**config.mk**
```make
export PLATFORM = sky130hd
export DESIGN_NAME = spi_shift_engine_flat
export DESIGN_NICKNAME = d
export VERILOG_FILES = /design/src/rtl/spi_shift_engine_pkg.sv /design/src/rtl/spi_shift_engine_if.sv /design/src/rtl/spi_shift_engine_tick_gen.sv /design/src/rtl/spi_shift_engine.sv /design/src/flat_wrapper.sv
export SDC_FILE = /design/constraint.sdc
export NUM_CORES = 1
export LEC_CHECK = 0
export CAP_MARGIN = 40
export CORE_ASPECT_RATIO = 0.9
export CORE_MARGIN = 5
export CORE_UTILIZATION = 56
export DETAILED_ROUTE_END_ITERATION = 8
export GPL_ROUTABILITY_DRIVEN = 0
export PLACE_DENSITY = 0.83
export SKIP_CTS_REPAIR_TIMING = 1
export SLEW_MARGIN = 20
export SYNTH_ARGS = -nofsm -noshare
export SYNTH_HDL_FRONTEND = slang
export SYNTH_SLANG_ARGS = --single-unit
```
**constraint.sdc**
```tcl
create_clock -name clk -period 4.3 [get_ports clk]
set_input_delay 0.43 -clock clk [delete_from_list [all_inputs] [get_ports clk]]
set_output_delay 0.43 -clock clk [all_outputs]
set_load 0.005 [all_outputs]
```
**src/rtl/spi_shift_engine_pkg.sv**
```systemverilog
// Shared definitions for the SPI shift engine: FSM encoding and SPI mode constants.
package spi_pkg;

    localparam logic [1:0] ST_IDLE  = 2'd0;
    localparam logic [1:0] ST_LEAD  = 2'd1;
    localparam logic [1:0] ST_SHIFT = 2'd2;
    localparam logic [1:0] ST_TRAIL = 2'd3;

    typedef enum logic [1:0] {
        IDLE  = ST_IDLE,
        LEAD  = ST_LEAD,
        SHIFT = ST_SHIFT,
        TRAIL = ST_TRAIL
    } spi_state_e;

    // Only mode 0 is implemented today; these are kept for later mode support.
    localparam logic SPI_CPOL = 1'b0;
    localparam logic SPI_CPHA = 1'b0;

endpackage

```
**src/rtl/spi_shift_engine_if.sv**
```systemverilog
// Bus-side handshake between the register block (master) and the shift engine (slave).
interface spi_shift_engine_if #(
    parameter int WIDTH = 8
);

    logic             tx_start;
    logic [WIDTH-1:0] tx_byte;
    logic             tx_ready;
    logic [WIDTH-1:0] rx_data;
    logic             rx_valid;

    modport master (
        output tx_start,
        output tx_byte,
        input  tx_ready,
        input  rx_data,
        input  rx_valid
    );

    modport slave (
        input  tx_start,
        input  tx_byte,
        output tx_ready,
        output rx_data,
        output rx_valid
    );

endinterface

```
**src/rtl/spi_shift_engine_tick_gen.sv**
```systemverilog
// Clock divider: one-cycle half_tick every CLK_DIV cycles, restarted by clear.
module spi_tick_gen #(
    parameter int CLK_DIV = 2
) (
    input  logic clk,
    input  logic reset,
    input  logic clear,
    output logic half_tick
);

    localparam int DW = (CLK_DIV > 1) ? $clog2(CLK_DIV) : 1;
    localparam logic [DW-1:0] LAST = DW'(CLK_DIV - 1);

    logic [DW-1:0] div_cnt;

    // Free-running modulo-CLK_DIV counter, held at zero while clear is high.
    always_ff @(posedge clk) begin
        if (reset || clear) begin
            div_cnt <= '0;
        end else if (div_cnt == LAST) begin
            div_cnt <= '0;
        end else begin
            div_cnt <= div_cnt + 1'b1;
        end
    end

    assign half_tick = (div_cnt == LAST);

endmodule

```
**src/rtl/spi_shift_engine.sv**
```systemverilog
// SPI mode-0 serializer: parallel word in, SCLK/MOSI/CS_N out, MISO word back, MSB first.
module spi_shift_engine
    import spi_pkg::*;
#(
    parameter int WIDTH   = 8,
    parameter int CLK_DIV = 2
) (
    input  logic                   clk,
    input  logic                   reset,
    spi_shift_engine_if.slave      bus,
    output logic                   sclk,
    output logic                   mosi,
    output logic                   cs_n,
    input  logic                   miso
);

    localparam int CW = $clog2(WIDTH) + 1;
    localparam logic [CW-1:0] LAST_BIT = CW'(WIDTH - 1);

    spi_state_e       state_q,    state_d;
    logic [WIDTH-1:0] tx_shift_q, tx_shift_d;
    logic [WIDTH-1:0] rx_shift_q, rx_shift_d;
    logic [CW-1:0]    bit_cnt_q,  bit_cnt_d;
    logic             sclk_q,     sclk_d;
    logic             cs_n_q,     cs_n_d;
    logic             ready_q,    ready_d;
    logic [WIDTH-1:0] rx_data_q,  rx_data_d;
    logic             rx_valid_q, rx_valid_d;
    logic             half_tick;

    spi_tick_gen #(
        .CLK_DIV (CLK_DIV)
    ) u_tick_gen (
        .clk       (clk),
        .reset     (reset),
        .clear     (state_q == IDLE),
        .half_tick (half_tick)
    );

    // Next-state and next-output logic; every register holds unless a transition updates it.
    always_comb begin
        state_d    = state_q;
        tx_shift_d = tx_shift_q;
        rx_shift_d = rx_shift_q;
        bit_cnt_d  = bit_cnt_q;
        sclk_d     = sclk_q;
        cs_n_d     = cs_n_q;
        ready_d    = ready_q;
        rx_data_d  = rx_data_q;
        rx_valid_d = 1'b0;
        case (state_q)
            IDLE: begin
                if (bus.tx_start) begin
                    tx_shift_d = bus.tx_byte;
                    cs_n_d     = 1'b0;
                    ready_d    = 1'b0;
                    bit_cnt_d  = '0;
                    state_d    = LEAD;
                end
            end
            LEAD: begin
                if (half_tick) begin
                    sclk_d     = 1'b1;
                    rx_shift_d = {rx_shift_q[WIDTH-2:0], miso};
                    state_d    = SHIFT;
                end
            end
            SHIFT: begin
                if (half_tick) begin
                    if (sclk_q) begin
                        sclk_d    = 1'b0;
                        bit_cnt_d = bit_cnt_q + 1'b1;
                        if (bit_cnt_q == LAST_BIT) begin
                            state_d = TRAIL;
                        end else begin
                            tx_shift_d = {tx_shift_q[WIDTH-2:0], 1'b0};
                        end
                    end else begin
                        sclk_d     = 1'b1;
                        rx_shift_d = {rx_shift_q[WIDTH-2:0], miso};
                    end
                end
            end
            TRAIL: begin
                if (half_tick) begin
                    cs_n_d     = 1'b1;
                    rx_data_d  = rx_shift_q;
                    rx_valid_d = 1'b1;
                    ready_d    = 1'b1;
                    tx_shift_d = '0;
                    state_d    = IDLE;
                end
            end
            default: begin
                state_d = IDLE;
            end
        endcase
    end

    // State register; reset aborts any transfer and returns all outputs to idle.
    always_ff @(posedge clk) begin
        if (reset) begin
            state_q    <= IDLE;
            tx_shift_q <= '0;
            rx_shift_q <= '0;
            bit_cnt_q  <= '0;
            sclk_q     <= SPI_CPOL;
            cs_n_q     <= 1'b1;
            ready_q    <= 1'b1;
            rx_data_q  <= '0;
            rx_valid_q <= 1'b0;
        end else begin
            state_q    <= state_d;
            tx_shift_q <= tx_shift_d;
            rx_shift_q <= rx_shift_d;
            bit_cnt_q  <= bit_cnt_d;
            sclk_q     <= sclk_d;
            cs_n_q     <= cs_n_d;
            ready_q    <= ready_d;
            rx_data_q  <= rx_data_d;
            rx_valid_q <= rx_valid_d;
        end
    end

    // MOSI is the top of the tx shift register, which is zero whenever the engine is idle.
    assign mosi         = tx_shift_q[WIDTH-1];
    assign sclk         = sclk_q;
    assign cs_n         = cs_n_q;
    assign bus.tx_ready = ready_q;
    assign bus.rx_data  = rx_data_q;
    assign bus.rx_valid = rx_valid_q;

endmodule

```
**src/flat_wrapper.sv**
```systemverilog
// flat-port wrapper written by rule: the top's interface ports become plain ports
module spi_shift_engine_flat import spi_pkg::*;
#(
    parameter int WIDTH   = 8,
    parameter int CLK_DIV = 2
)
  (clk, reset, sclk, mosi, cs_n, miso, bus_tx_start, bus_tx_byte, bus_tx_ready, bus_rx_data, bus_rx_valid);
  spi_shift_engine_if #(.WIDTH(WIDTH)) bus_i ();
  input  logic clk;
  input  logic reset;
  output logic sclk;
  output logic mosi;
  output logic cs_n;
  input  logic miso;
  input wire logic [$bits(bus_i.tx_start)-1:0] bus_tx_start;
  input wire logic [$bits(bus_i.tx_byte)-1:0] bus_tx_byte;
  output wire logic [$bits(bus_i.tx_ready)-1:0] bus_tx_ready;
  output wire logic [$bits(bus_i.rx_data)-1:0] bus_rx_data;
  output wire logic [$bits(bus_i.rx_valid)-1:0] bus_rx_valid;
  assign bus_i.tx_start = bus_tx_start;
  assign bus_i.tx_byte = bus_tx_byte;
  assign bus_tx_ready = bus_i.tx_ready;
  assign bus_rx_data = bus_i.rx_data;
  assign bus_rx_valid = bus_i.rx_valid;
  spi_shift_engine #(.WIDTH(WIDTH), .CLK_DIV(CLK_DIV)) u_core (.clk(clk), .reset(reset), .bus(bus_i), .sclk(sclk), .mosi(mosi), .cs_n(cs_n), .miso(miso));
endmodule
```
# After elaboration in Yosys (flattened, before gate mapping)
# Cells that the tools add are included.
# classes
addsub	2
n_bitwise	1
n_eq_ne	12
muxes	28
reduce_logical	15
# op_table
cell	n
8-bit two-way mux	8
8-bit case mux with 3 select lines	1
8-bit case mux with 2 select lines	1
2-bit two-way mux	6
4-bit two-way mux	3
2-bit != test, second input constant	6
6-bit AND reduction	2
2-bit case mux with 4 select lines	1
4-bit case mux with 2 select lines	1
4-bit AND reduction	2
3-bit AND reduction	2
2-bit nonzero test	3
1-bit two-way mux	5
4-bit by 1-bit adder with 4-bit output, second input constant	1
2-bit equality test, second input constant	2
4-bit by 3-bit equality test with 1-bit output, second input constant	1
2-bit by 1-bit != test with 1-bit output, second input constant	2
1-bit case mux with 2 select lines	2
2-bit OR reduction	2
3-bit nonzero test	1
2-bit by 1-bit equality test with 1-bit output, second input constant	1
2-bit zero test	1
2-bit AND reduction	1
1-bit adder, second input constant	1
2 further kinds	2
# totals
reg_bits	34
output_inout_bits	13
word_cells	67

# Depth between registers and ports, before layout
# Gate-level depths: netlist of the first run.
# depth
depth_word	5
depth_mapped	7
ltp_nobuf	6

# Cells and area by module
# A second synthesis of the first run with hierarchy kept.
# hier_totals
cells_unflattened	183
area_unflattened_um2	1617.8
# by_module_without_submodules
mod	seq_area_each_um2	area_per_inst_um2	cells_each	instances
spi_shift_engine	660.6	1587.8	181	1
spi_tick_gen	20.0	30.0	2	1

# Least setup slack after synthesis of the first run
# No wires, ideal clock.
# synth_timing
kind	reg-to-reg
startpoint	reg u_core.state_q[0]
endpoint	reg u_core.tx_shift_q[0]
required_time_ns	4.230
path_slack_ns	2.213
t_arrival_ns	2.016
period_less_slack_ns	2.087
path_stages_with_launch	7
setup_ns	0.070
cell_sequence	dfxtp_1 -> inv_1 -> ha_1 -> nor2b_1 -> or4_4 -> or4_1 -> a21oi_1
# synth_between
elab_chain_len	3
word_cells_on_any_way	11
cone_classes	eq/ne: 7; mux: 1; reduce/logical: 3
# synth_lines
item	line_no	text
start: declaration	spi_shift_engine.sv:20	spi_state_e state_q, state_d;
start signal: assignment	spi_shift_engine.sv:113	state_q <= state_d;
2-bit equality test or 2-bit zero test (tied branches)	spi_shift_engine.sv:51	case (state_q)
2-bit != test (no line), or another cell as far along	n/a	
6-bit AND reduction (no line)	n/a	
end signal: assignment	spi_shift_engine.sv:114	tx_shift_q <= tx_shift_d;
end: declaration	spi_shift_engine.sv:21	logic [WIDTH-1:0] tx_shift_q, tx_shift_d;
# Parallel ways exist; a longest one is shown, timed or not.
# A chain may end at the register's enable or synchronous reset.

# Worst setup path after layout of the first run
# Ends and elaborated chain as after synthesis.

==> results of run 1 <==
-- registers in the layout (all words and copies together) (netlist names) --
| signal | count |
|---|---|
| u_core.sclk | 1 |
| u_core.state_q | 2 |
| u_core.bus.rx_data | 8 |
| u_core.u_tick_gen.half_tick | 1 |
| u_core.cs_n | 1 |
| u_core.bus.rx_valid | 1 |
| u_core.bit_cnt_q | 4 |
| u_core.tx_shift_q | 8 |
| u_core.rx_shift_q | 8 |
-- stage by stage --
| step | std cells | instance area [sq um] | setup slack, ns |
|---|---|---|---|
| detailed placement | 231 | 1840 | 1.91 |
| finish | 239 | 1900 | 1.88 |
| CTS | 239 | 1900 | 1.89 |
| global route | 239 | 1900 | 1.72 |
| floorplan | 178 | 1590 | 2.21 |
| global placement | 230 | 1820 | 2.00 |
-- worst max-delay path, delay by kind of cell, from the launching register on --
kind                       cells  cell delay, ns
AOI/OAI and AO/OA              1            0.15
adders and majority gates      1            0.36
buffers and inverters          1            0.10
DFF                            1            0.40
and+or+nand+nor                3            1.35
-- worst paths after layout --
| path | endpoint | slack, ns | cells after the start |
|---|---|---|---|
| worst max-delay path | u_core.tx_shift_q[0]$_SDFFE_PP0P_ | 1.88 | 6 |
| worst min-delay path | u_core.bus.rx_data[7]$_SDFFE_PP0P_ | 0.46 | 2 |
| worst max register to register | u_core.tx_shift_q[0]$_SDFFE_PP0P_ | 1.88 | 6 |
| worst min register to register | u_core.bus.rx_data[7]$_SDFFE_PP0P_ | 0.46 | 2 |
-- synthesized netlist by cell type, drive strengths merged --
cell	count
a21oi	14
nand3b	1
o21ai	1
clkbuf	6
o21a	1
a211oi	1
nand2b	3
xnor2	2
ha	6
and3b	1
and2	1
nor4	2
nor2b	4
nor2	14
nor3	3
inv	4
a2111oi	1
or4	3
a41o	1
o211ai	7
o31ai	3
mux2i	9
nand2	21
a31oi	7
buf	6
a311oi	9
o21ba	1
nand3	10
dfxtp	34
o22ai	1
nor4b	1
-- report_power, final --
| part | leakage (nW) | switching [mW] | internal (mW) | total (mW) |
|---|---|---|---|---|
| Combinational | 0.352 | 0.168 | 0.134 | 0.301 |
| Sequential | 0.277 | 0.0471 | 0.360 | 0.407 |
| Clock | 0.0343 | 0.114 | 0.0786 | 0.193 |
-- final cells by class --
type | count | share of cell area
multi-input combinational | 128 | 0.439
timing repair buffer | 25 | 0.134
clock inverter | 2 | 0.00659
sequential | 34 | 0.358
inverter | 4 | 0.00791
clock buffer | 6 | 0.0270
tap | 40 | 0.0264
-- cell families after synthesis --
| logic type | after synthesis |
|---|---|
| AOI/OAI and AO/OA | 47 |
| adders and majority gates | 6 |
| muxes | 9 |
| DFF | 34 |
| buffers and inverters | 16 |
| and+or+nand+nor | 64 |
| xor gates and xnor gates | 2 |
-- per-layer routing --
| layer | vias up | GRT usage | part of all wire |
|---|---|---|---|
| met5 | - | 0 | 0 |
| met2 | 50 | 0.301 | 0.47 |
| met4 | 0 | 0.107 | 0.013 |
| met3 | 6 | 0.0537 | 0.071 |
| li1 | 691 | - | - |
| met1 | 662 | 0.242 | 0.44 |
-- layout by cell type (no fill, tap or decap), types with 2 or more instances in the layout --
| cell | n |
|---|---|
| nand2_1 | 21 |
| a31oi_1 | 7 |
| o31ai_1 | 3 |
| xnor2_1 | 2 |
| ha_1 | 6 |
| dfxtp_1 | 34 |
| or4_1 | 2 |
| nor2_1 | 14 |
| a311oi_1 | 9 |
| clkdlybuf4s50_1 | 24 |
| nor3_1 | 2 |
| a21oi_1 | 14 |
| nand2b_1 | 3 |
| inv_1 | 4 |
| nand3_1 | 10 |
| mux2i_1 | 9 |
| o211ai_1 | 7 |
| nor2b_1 | 4 |
| clkbuf_4 | 5 |
==> qor.yml, run 1 <==
status:
  status: "finished, final reports clean"
logic_synthesis:
  synth_area_sq_um: 1590
  synth_fa_ha_area_frac: 0.0472
  synth_compound_area_frac: 0.208
  avgSynthCellArea_sq_um: 8.94
  ys_ff_latch: 34
  synth_top_family_by_area: "compound AO/OA/AOI/OAI gates"
  synth_seq_area_share: 0.428
  synth.area.top_cells: "dfxtp_1, mux2i_1, a311oi_1"
  synth_mux_area_frac: 0.0566
  yosysTopAreaCell: "dfxtp_1"
  ys_warn_count: 0
  synth-simple-area-share: 0.202
  synth_xor_area_frac: 0.0110
  synth_nets: 196
  synth_largest_type_area_fraction: 0.428
  ys_types: 37
  syn_inst: 178
critical_path:
  crit_path_start_kind: "flip-flop"
  path_max_fanout: 13
  cp-end-kind: "flip-flop"
  slowest_delay_ns: 0.58
  crit_slowest_cell: "or4_4"
  crit_chain: "inv_1, ha_1, nor2b_1, or4_4, or4_1, a21oi_1"
  crit_required_ns: 4.59
  startpoint: "u_core.state_q[0]$_SDFFE_PP0P_"
  worstSetupPathType: "reg2reg"
  rr_startpoint: "u_core.state_q[0]$_SDFFE_PP0P_"
  worst_ep_arrival_time_ns: 2.71
timing:
  hold_violations: 0
  finalSetupViolCount: 0
  grt_setup_unrepaired: "false"
  max_clock_freq_mhz: 413
  worst_pin_slew_ns: 0.798
  final_max_slew_viol_count: 0
  slew_headroom: 0.467
  whs_ns: 0.463
  period_needed_ns: 2.42
  fin_crit_sh: 0.563
  finClkSkew_ns: 0.00964
  finalSetupTns_ns: 0
floorplanning:
  num_rows: 18
  core-area_sq_um: 2750
  die_w_microns: 66.2
  fp.dieH_microns: 60.6
  start_util: 0.579
  dieArea_sq_um: 4010
  io_pins: 25
route:
  drc_errors: 0
  via_count: 1409
  drtAntennaViolNets: 0
  drt_iter0_drc: 108
  first_pass_iters: 4
  drt_wl_total_mm: 3.55
  routedWlPerCell_microns: 14.8
  vias_per_cell: 5.90
placement:
  place_hpwl_mm: 2.54
  io_buffers: 24
clock_tree:
  cts_sinks: 34
  clk_pin_slew_ns: 0.11
  cts_buffer_depth: 2
  cts_tree: "done"
  htree_levels: 2
  clkLatencyLatePin_ns: 0.35
  numCtsBuffers: 5
  clockRootBuffer: "clkbuf_4"
global_route:
  first_global_vias: 1311
  grt.total_usage: 0.193
  grt_first_pass_wirelength_mm: 5.89
  grt-ovfl-total: 0
  grt_max_degree: 23
  antenna_found_initial: 0
worst_hold_path:
  hold_start: "u_core.bus.rx_data[7]$_SDFFE_PP0P_"
  min_path_type: "reg2reg"
job:
  cap_violations: 0
final_layout:
  multi_input_area_sq_um: 835
  fill_cells: 246
  final_util: 0.691
  area_delta_synth_final_pct: 19.3
  regArea_sq_um: 681
  layout-drive-gt1-share: 0.0704
  n_antenna_cell: 0
  fin_nets: 216
pwr:
  p_leak_nw: 0.663
  total_power_mw: 0.901
  peakVddDrop_uv: 330
  power_density_nw_per_um2: 475
No activity file was read; power rests on OpenSTA's default activity.
==> inputs of run 2 (changes only) <==
--- a/config.mk
+++ b/config.mk
@@ -8,10 +8,10 @@
 export CAP_MARGIN = 40
 export CORE_ASPECT_RATIO = 0.9
 export CORE_MARGIN = 5
-export CORE_UTILIZATION = 56
+export CORE_UTILIZATION = 47
 export DETAILED_ROUTE_END_ITERATION = 8
 export GPL_ROUTABILITY_DRIVEN = 0
-export PLACE_DENSITY = 0.83
+export PLACE_DENSITY = 0.74
 export SKIP_CTS_REPAIR_TIMING = 1
 export SLEW_MARGIN = 20
 export SYNTH_ARGS = -nofsm -noshare
==> constraint.sdc (replaced) <==
create_clock -name clk -period 1.95 [get_ports clk]
set_input_delay 0.195 -clock clk [delete_from_list [all_inputs] [get_ports clk]]
set_output_delay 0.195 -clock clk [all_outputs]
set_load 0.005 [all_outputs]
==> run 2 against run 1 <==
Clock power rose by 150%. Die area rose by 16%. Critical path type unchanged. Clock skew fell by 0.0053 ns. Via count rose by 3.8%. Core utilization fell by 6.9 points. Sequential share of layout area fell by 2.6 points. Setup slack got worse by 1.9 ns. Register-to-register slack got worse by 1.9 ns. Global-route usage fell by 3.2 points.
==> qor.yml, run 2 (synthesis results as in run 1) <==
clock_tree:
  htree_levels: 2
  clkLatencyLatePin_ns: 0.28
  cts_sinks: 34
  cts_tree: "done"
  cts_buffer_depth: 2
  numCtsBuffers: 5
  clk_pin_slew_ns: 0.07
  clockRootBuffer: "clkbuf_8"
floorplanning:
  die_w_microns: 71.3
  core-area_sq_um: 3330
  fp.dieH_microns: 65.2
  io_pins: 25
  start_util: 0.478
  dieArea_sq_um: 4650
  num_rows: 20
placement:
  placed_cell_area_sq_um: 1950
  place_hpwl_mm: 2.62
  io_buffers: 24
  dp_cells: 249
critical_path:
  worstSetupPathType: "reg2reg"
  crit_required_ns: 2.16
  path_max_fanout: 3
  crit_path_start_kind: "flip-flop"
  worst_ep_arrival_time_ns: 2.14
  cp-end-kind: "flip-flop"
job:
  cap_violations: 0
final_layout:
  final_area_sq_um: 2070
  n_antenna_cell: 0
  final_cell_mix: "dfxtp_1, clkdlybuf4s50_1, nand2_1"
  final_util: 0.622
  final_common_cell: "dfxtp_1"
  layoutNonFillerInstCount: 257
  layout-drive-gt1-share: 0.183
  area_delta_synth_final_pct: 30.0
  fin_nets: 231
timing:
  period_needed_ns: 1.93
  max_clock_freq_mhz: 519
  fin_crit_sh: 0.987
  hold_violations: 0
  final_max_slew_viol_count: 0
  slew_headroom: 0.709
  finalSetupViolCount: 0
  worst_pin_slew_ns: 0.433
  finClkSkew_ns: 0.00430
  whs_ns: 0.454
route:
  drc_errors: 0
  drtAntennaViolNets: 0
  routedWlPerCell_microns: 14.4
  drt_wl_total_mm: 3.70
  via_count: 1463
  drt_iter0_drc: 73
  first_pass_iters: 4
  vias_per_cell: 5.69
worst_hold_path:
  min_path_type: "reg2reg"
pwr:
  total_power_mw: 2.25
  power_density_nw_per_um2: 1090
  peakVddDrop_uv: 711
  p_leak_nw: 0.755
global_route:
  grt_max_degree: 19
  grt-ovfl-total: 0
  top_usage_layer: "met2"
  met2_usage: 0.272
  first_global_vias: 1423
  grtUsageMet3: 0.0566
  grt.total_usage: 0.160
  gr-usage-met1: 0.189
  antenna_found_initial: 0
  grt_first_pass_wirelength_mm: 6.09
status:
  status: "finished, final reports clean"
==> run 2: changes by cell type in the layout (fill, tap and decap cells not counted), moves of 2 or more <==
cell	change
dfxtp_1	-2
dfxtp_4	+2
inv_2	+2
inv_1	-2
clkbuf_8	+4
clkbuf_4	-5
buf_4	+16
ha_1	-2
nor2b_1	-2
==> run 2: area by class of cell <==
cell class                      instances  area, sq um
Clock buffer                            5         68.8
Clock inverter                          2         10.0
Fill cell                             290         1260
Inverter                                4         15.0
Multi-Input combinational cell        128          872
Sequential cell                        34          688
Tap cell                               44         55.1
Timing Repair Buffer                   40          360
==> run 2: stage by stage <==
step            TNS, ns  setup slack, ns
2_1_floorplan         0           0.0405
3_3_place_gp          0           0.0622
4_1_cts         -0.0131          -0.0131
5_1_grt         -0.0142          -0.0142
3_5_place_dp   -0.00372         -0.00372
6_report              0           0.0245
==> run 2: power by group <==
group / switching [mW] / internal, mW / leakage, nW
Clock: 0.242 / 0.239 / 0.0438
Combinational: 0.458 / 0.431 / 0.433
Sequential: 0.0772 / 0.801 / 0.278
==> run 2: path summary, 6_finish.rpt <==
check | cells past startpoint | startpoint | slack, ns | end
setup / recovery | 6 | u_core.state_q[0]$_SDFFE_PP0P_ | 0.02 | u_core.tx_shift_q[0]$_SDFFE_PP0P_
setup reg to reg | 6 | u_core.state_q[0]$_SDFFE_PP0P_ | 0.02 | u_core.tx_shift_q[0]$_SDFFE_PP0P_
hold / removal | 2 | u_core.bus.rx_data[3]$_SDFFE_PP0P_ | 0.45 | u_core.bus.rx_data[3]$_SDFFE_PP0P_
hold reg to reg | 2 | u_core.bus.rx_data[3]$_SDFFE_PP0P_ | 0.45 | u_core.bus.rx_data[3]$_SDFFE_PP0P_
==> run 2: routing by layer <==
layer | wire length, microns | vias up
met3 | 203 | 6
met4 | 36 | 0
met2 | 1790 | 35
met5 | 0 | -
met1 | 1660 | 706
li1 | - | 716
==> run 2: worst max-delay path: stages, from the launching register on <==
cell	delay (ns)
dfxtp_4	0.36
inv_2	0.06
ha_4	0.16
nor2b_2	0.15
or4_4	0.55
or4_4	0.43
a21oi_2	0.15
==> inputs of run 3 (changes only) <==
--- a/config.mk
+++ b/config.mk
@@ -6,12 +6,14 @@
 export NUM_CORES = 1
 export LEC_CHECK = 0
 export CAP_MARGIN = 40
+export CELL_PAD_IN_SITES_DETAIL_PLACEMENT = 1
+export CELL_PAD_IN_SITES_GLOBAL_PLACEMENT = 1
 export CORE_ASPECT_RATIO = 0.9
 export CORE_MARGIN = 5
-export CORE_UTILIZATION = 47
+export CORE_UTILIZATION = 36
 export DETAILED_ROUTE_END_ITERATION = 8
 export GPL_ROUTABILITY_DRIVEN = 0
-export PLACE_DENSITY = 0.74
+export PLACE_DENSITY_LB_ADDON = 0.1
 export SKIP_CTS_REPAIR_TIMING = 1
 export SLEW_MARGIN = 20
 export SYNTH_ARGS = -nofsm -noshare
==> run 3 against run 2 <==
Fmax up 0.68%. Wire length increased by 15%. First-iteration DRC count decreased by 16%. Global-route usage down 0.33 points. Setup slack improved by 0.013 ns. Count of clock-buffer cells in the layout increased by 2. Largest power group unchanged. Highest routed layer unchanged.
==> qor.yml, run 3 (synthesis results as in run 1) <==
placement:
  pre_cts_slack_ns: 0.0329
  placed_cell_area_sq_um: 2000
  io_buffers: 24
  place_hpwl_mm: 3.12
  dp_cells: 269
global_route:
  grt.total_usage: 0.157
  grt_first_pass_wirelength_mm: 7.20
  first_global_vias: 1489
  antenna_found_initial: 0
  grt_max_degree: 19
  grt-ovfl-total: 0
floorplanning:
  io_pins: 25
  num_rows: 23
  core-area_sq_um: 4370
  fp.dieH_microns: 73.1
  dieArea_sq_um: 5850
  start_util: 0.364
  die_w_microns: 80.1
worst_hold_path:
  min_path_type: "reg2reg"
timing:
  final_max_slew_viol_count: 0
  period_needed_ns: 1.91
  max_clock_freq_mhz: 523
  hold_violations: 0
  finalSetupTns_ns: 0
  grt_setup_unrepaired: "true"
  slew_headroom: 0.648
  worst_pin_slew_ns: 0.523
  finClkSkew_ns: 0.00709
  finalSetupViolCount: 0
  final.setup.worst_slack_ns: 0.0376
  fin_crit_sh: 0.981
critical_path:
  crit_required_ns: 2.17
  crit_path_start_kind: "flip-flop"
  cp-end-kind: "flip-flop"
  worstSetupPathType: "reg2reg"
  slowest_delay_ns: 0.53
  crit_slowest_cell: "or4_4"
  worst_ep_arrival_time_ns: 2.14
  crit_chain: "inv_4, ha_4, nor2b_4, or4_4, or4_1, a21oi_1"
  path_max_fanout: 4
  crit_family: "simple AND/OR/NAND/NOR gates"
  critPathBufInv: 1
final_layout:
  layoutNonFillerInstCount: 279
  area_delta_synth_final_pct: 35.7
  layout-drive-gt1-share: 0.189
  final_area_sq_um: 2160
  final_cell_mix: "dfxtp_1, clkdlybuf4s50_1, nand2_1"
  n_antenna_cell: 0
  fin_nets: 234
  final_common_cell: "dfxtp_1"
clock_tree:
  clk_pin_slew_ns: 0.07
  clockRootBuffer: "clkbuf_8"
  cts_sinks: 34
  cts_buffer_depth: 2
  clkLatencyLatePin_ns: 0.29
  numCtsBuffers: 5
  cts_tree: "done"
  htree_levels: 2
route:
  via_count: 1470
  vias_per_cell: 5.27
  drt_iter0_drc: 61
  drt_wl_total_mm: 4.25
  drc_errors: 0
  routedWlPerCell_microns: 15.2
  drtAntennaViolNets: 0
  first_pass_iters: 4
pwr:
  peakVddDrop_uv: 633
  power_density_nw_per_um2: 1130
  p_leak_nw: 0.780
job:
  cap_violations: 0
status:
  status: "finished, final reports clean"
run 3: cell count changes in the layout (fill, tap and decap cells not counted), sizes merged:
cell    before  now
buf         16   19
clkbuf       5    7
clkinv       2    0
bufinv       0    1
run 3: report_power, final:
| part | total, mW | switching (mW) | internal, mW | leakage [nW] |
|---|---|---|---|---|
| logic | 0.910 | 0.454 | 0.457 | 0.449 |
| registers | 0.894 | 0.0929 | 0.801 | 0.278 |
| clock network | 0.635 | 0.253 | 0.382 | 0.0524 |
run 3: tightest hold or removal path: stages (launching register included):
cell,delay (ns)
dfxtp_1,0.31
nand2_1,0.05
a21oi_1,0.05
run 3: cell type report:
cell class	count	area [sq um]
Clock buffer	7	76.3
Clock inverter	1	30.0
Fill cell	521	2210
Inverter	4	17.5
Multi-Input combinational cell	128	875
Sequential cell	34	688
Tap cell	62	77.6
Timing Repair Buffer	43	395
run 3: worst paths after layout:
check	to	slack, ns	depth (start not counted)	start
setup / recovery	u_core.tx_shift_q[0]$_SDFFE_PP0P_	0.04	6	u_core.state_q[0]$_SDFFE_PP0P_
hold / removal	u_core.bus.rx_data[4]$_SDFFE_PP0P_	0.46	2	u_core.bus.rx_data[4]$_SDFFE_PP0P_
setup reg to reg	u_core.tx_shift_q[0]$_SDFFE_PP0P_	0.04	6	u_core.state_q[0]$_SDFFE_PP0P_
hold reg to reg	u_core.bus.rx_data[4]$_SDFFE_PP0P_	0.46	2	u_core.bus.rx_data[4]$_SDFFE_PP0P_
run 3: metal layers:
layer / global-route usage / vias up / routed length [microns] / share of wire
met4: 0.0450 / 0 / 57 / 0.013
li1: - / 728 / - / -
met2: 0.256 / 38 / 2020 / 0.47
met5: 0 / - / 0 / 0
met1: 0.205 / 697 / 1950 / 0.46
met3: 0.0407 / 7 / 231 / 0.054
run 3: per-stage QoR:
stage                      util  hold slack [ns]  total power, mW
after floorplan               -            0.315             1.40
after global placement    0.457            0.444             1.71
after detailed placement  0.457            0.449             1.75
after CTS                 0.481            0.459             2.40
after global routing      0.494            0.485             2.58
final                     0.494            0.456             2.44
